File: src/rtl/interval_timer_arb.sv
// interval_timer_arb: round-robin shared down-counting interval timer
// Optional abort-on-request-drop support is enabled by defining TSA_ABORT_EN.
module interval_timer_arb #(
   parameter int N_REQ = 4,
   parameter int CNT_W = 4,
   parameter int ID_W  = 2
) (
   input  logic               clk,
   input  logic               reset,
   input  logic [N_REQ-1:0]   req,
   input  logic [N_REQ*CNT_W-1:0] len,
   output logic [N_REQ-1:0]   grant,
   output logic               busy,
   output logic [CNT_W-1:0]   q,
   output logic               done,
   output logic [ID_W-1:0]    done_id,
   output logic               aborted
);
   localparam logic [0:0] IDLE = 1'b0;
   localparam logic [0:0] RUN  = 1'b1;
   logic [0:0]      state;
   logic [ID_W-1:0] w;
   logic [ID_W-1:0] rr_ptr;
   logic [ID_W-1:0] pick;
   // Scan downward in offset so the nearest requester at or above rr_ptr wins last.
   always_comb begin
      pick = '0;
      for (int i = N_REQ - 1; i >= 0; i--)
         if (req[(int'(rr_ptr) + i) % N_REQ]) pick = ID_W'((int'(rr_ptr) + i) % N_REQ);
   end
   assign busy    = state == RUN;
   assign grant   = busy ? N_REQ'(1) << w : '0;
   assign done    = busy && q == '0;
   assign done_id = done ? w : '0;
`ifdef TSA_ABORT_EN
   assign aborted = busy && q != '0 && !req[w];
`else
   assign aborted = 1'b0;
`endif
   always_ff @(posedge clk) begin
      if (reset) begin
         state  <= IDLE;
         q      <= '0;
         w      <= '0;
         rr_ptr <= '0;
      end else if (state == IDLE) begin
         if (|req) begin
            state <= RUN;
            w     <= pick;
            q     <= len[int'(pick)*CNT_W +: CNT_W];
         end
      end else if (done || aborted) begin
         state  <= IDLE;
         rr_ptr <= (int'(w) == N_REQ - 1) ? '0 : w + 1'b1;
      end else begin
         q <= q - 1'b1;
      end
   end
endmodule

File: config.mk
export PLATFORM = sky130hd
export DESIGN_NAME = interval_timer_arb
export DESIGN_NICKNAME = d
export VERILOG_FILES = /design/src/rtl/interval_timer_arb.sv
export SDC_FILE = /design/constraint.sdc
export NUM_CORES = 1
export LEC_CHECK = 0
export CAP_MARGIN = 20
export CORE_UTILIZATION = 30
export DETAILED_ROUTE_END_ITERATION = 6
export GPL_TIMING_DRIVEN = 0
export PLACE_DENSITY = 0.74
export SETUP_SLACK_MARGIN = 0.2
export SLEW_MARGIN = 20
export SYNTH_ARGS = -nofsm -noshare
export SYNTH_HDL_FRONTEND = slang
export SYNTH_SLANG_ARGS = --single-unit
export TNS_END_PERCENT = 50
File: constraint.sdc
create_clock -name clk -period 2.95 [get_ports clk]
set_clock_uncertainty 0.2 [all_clocks]
set_input_delay 0.885 -clock clk [delete_from_list [all_inputs] [get_ports clk]]
set_output_delay 0.885 -clock clk [all_outputs]
set_load 0.05 [all_outputs]
==> results by group <==
Synth
  • Yosys warnings: 0
  • Register bit count reported by yosys: 9
  • Register area share after synthesis: around 25%
  • Adder-cell share of the synthesized area: about a tenth
  • Distinct cells, synth: 27
  • Synth Area in XOR/XNOR: under 10%
  • Synth Cell Area: a little over 700 sq um
  • Mapped Cells: roughly 90
  • Largest family of logic cells by synthesized area: compound AO/OA/AOI/OAI gates
  • Multiplexer area fraction after synthesis: between 10% and 20%
  • Post-synth net total: between 100 and 150
  • Post-synthesis compound-gate area fraction: between 10% and 20%
  • Avg Cell Area, Syn: roughly 7.8 sq um
  • Simple-Gate Fraction of Synth Area: ~18%

Final layout
  • Layout cells sized above 1: 14.8%
  • Final-stage net count: roughly 160
  • Most frequent cells in the layout: 24 x clkdlybuf4s50_1, 10 x inv_1, 9 x a21oi_1, 9 x dfxtp_1
  • Area Growth Syn to Fin: 51.7%
  • Ant. Diodes: 0
  • # fillers: 237
  • Commonest non-fill, non-tap cell in the layout: clkdlybuf4s50_1

Routing
  • Highest routed metal layer: met4
  • Iter 0 DRT Violations: 10
  • Met2 routed WL: between 800 and 900 um
  • Post-route ant nets: 0
  • Routed wire length per instance: ~11 um
  • Vias per Instance: around 4.9
  • DR vias: between 700 and 800
  • M1 WL: about 710 um
  • Drt first pass iters: 4
  • Total length of routed wires: roughly 1.7 mm
  • Routed length on met3: about 150 um
  • DRC Markers: 0

Global route
  • Initial antenna violation count: 0
  • Number of global-route vias before repair: a little under 700
  • GRT Residual Overflow: 0
  • Pin count of the biggest net entering global routing: 11
  • Gr usage total: between 10% and 20%
  • First-pass GRT wire length: between 2 and 3 mm

Placement
  • Placer congestion estimate: 0.798
  • Pre-CTS WS: -0.154 ns
  • IO Port Bufs: 32
  • Hpwl dp: between 1 and 1.5 mm

Timing
  • Unrepaired setup endpoints after global routing: true
  • Setup ws final: ~0.22 ns
  • Max-slew violation count: 0
  • Fmax achieved: roughly 0.37 GHz
  • Part of the cycle the worst path needs: between 90% and 100%
  • Final hold violations: 0
  • Slew margin rel.: about three fifths
  • Worst Tran Pin Value: 0.612 ns
  • Minimum clock period: about 2.7 ns
  • Finish-stage setup viols: 0

Clock tree
  • CTS tree: yes
  • Clock transition at path regs: 0.06 ns
  • CTS root buf: clkbuf_4
  • H-Tree Depth: 1
  • Hold-fix buffers, CTS: 0
  • Clock Path Buffers: 2
  • CTS Buf Count: 3
  • Clock latency on the worst-skew pair: around 0.26 ns
  • Clock sink count: 9

Worst setup path
  • CP Launch Type: input pin
  • Flop2flop setup slack: 0.82 ns
  • CP required: about 2.9 ns
  • Crit end category: flop
  • Critical path class: in2reg
  • CP arrival: approximately 2.7 ns
  • Worst Path Max Fanout: 9

Flow run
  • Max-Cap Viols: 0

Power and ir drop
  • Clock power share: between 10% and 20%
  • Sequential share of power: a little over a quarter
  • PwrDens: a little under 600 mW/mm^2
  • Total power: approximately 640 uW
  • P_leak: 0.000454 uW
  • VDD IR-drop max: roughly 0.43 mV
  • P_sw: between 200 and 300 uW
  • Switching share of power: 45.7%
  • Total internal power: approximately 350 uW
  • Combinational share of power: 58.0%

Floorplan
  • Initial core utilization: 32.3%
  • # IOs: 35
  • # rows: 17
  • DIE AREA: around 0.0026 sq mm
  • Die height: 51.0 um
  • Die Wd: around 51 um
  • Core Area: between 0.002 and 0.0025 sq mm

Run status
  • Status: finished clean

Worst hold path
  • Hold Path Class: reg2reg
## cell families after synthesis
kind of cell,count (synthesis)
AO/OA/AOI/OAI,21
XOR/XNOR,1
other,1
multiplexers,12
adder cells (fa/ha/maj),6
buffers and inverters,14
AND/OR/NAND/NOR,28
flip-flops,9
## area by class of cell
class                   instances  area, sq um  share of cell area, %
multi-input cells              69          489                   44.7
repair buffers                 32          303                   27.7
clock buffers                   4         26.3                   2.40
inverters                      10         37.5                   3.43
flip-flops and latches          9          180                   16.5
well taps                      28         35.0                   3.20
plain buffers                   4         22.5                   2.06
## state kept, by name, indices dropped and copies added, names as in the netlist
name    flops
busy        1
q           4
rr_ptr      2
w           2
## per-stage QoR
stage	setup TNS, ns	hold WS, ns	cell area [sq um]	util [%]	cells
3_3_place_gp	-0.117	0.309	1080	48.2	152
6_report	0	0.322	1090	49.0	156
2_1_floorplan	0	0.281	721	-	92
3_5_place_dp	-0.157	0.317	1080	48.2	152
5_1_grt	0	0.354	1090	49.0	156
4_1_cts	0	0.325	1110	49.6	156
## routing by layer
layer,GRT usage (%),vias up
li1,-,392
met3,4.46,2
met1,14.8,328
met2,25.9,36
met4,5.56,0
met5,0,-
## final timing paths
check,startpoint,end,cells past startpoint
min reg2reg,w[1],w[1],2
min,w[1],w[1],2
max,req[2],q[3],8
max reg2reg,rr_ptr[1],q[3],7
## Yosys cell counts
library cell,n,share of area (%)
clkbuf_1,2,1.0
and3_1,1,0.87
nor3_1,3,2.1
o311ai_2,1,2.3
mux2i_1,8,11
mux2_2,4,6.2
o21ai_0,4,2.8
buf_4,2,2.1
nand3_1,1,0.69
nor4_1,2,1.7
nand2b_1,1,0.87
a311oi_1,1,1.2
conb_1,1,0.52
dfxtp_1,9,25
a32oi_1,1,1.2
nor2_1,7,3.6
xnor2_1,1,1.2
and2_1,4,3.5
inv_1,10,5.2
ha_1,6,10
o22ai_1,2,1.7
o32ai_1,1,1.2
a21oi_1,9,6.2
nand2_1,8,4.2
nor2b_1,1,0.87
a31oi_1,1,0.87
o21ai_2,1,1.2
## worst max-delay path, cell delays in order
cell and delay, ns:
clkdlybuf4s50_1 0.46, mux2i_1 0.15, nor2_1 0.06, a311oi_1 0.21, buf_4 0.24, mux2_4 0.33
o311ai_2 0.22, o32ai_1 0.11
## power by group through the flow
stage	combinational [uW]	sequential (uW)	clock, uW
finish	370	175	93.9
global route	400	179	106
detailed placement	372	177	0
CTS	374	174	98.0
floorplan	193	237	0
global placement	366	176	0
## timing repair
| action | in CTS | in global routing |
|---|---|---|
| hold endpoints to repair | 0 | 0 |
| endpoints found under the setup margin | 8 | 8 |
| buffers inserted | 0 | 0 |
| pin swaps | 1 | 0 |
| cloned | 0 | 0 |
| gates resized for setup | 16 | 8 |
(Power assumes the default switching activity.)
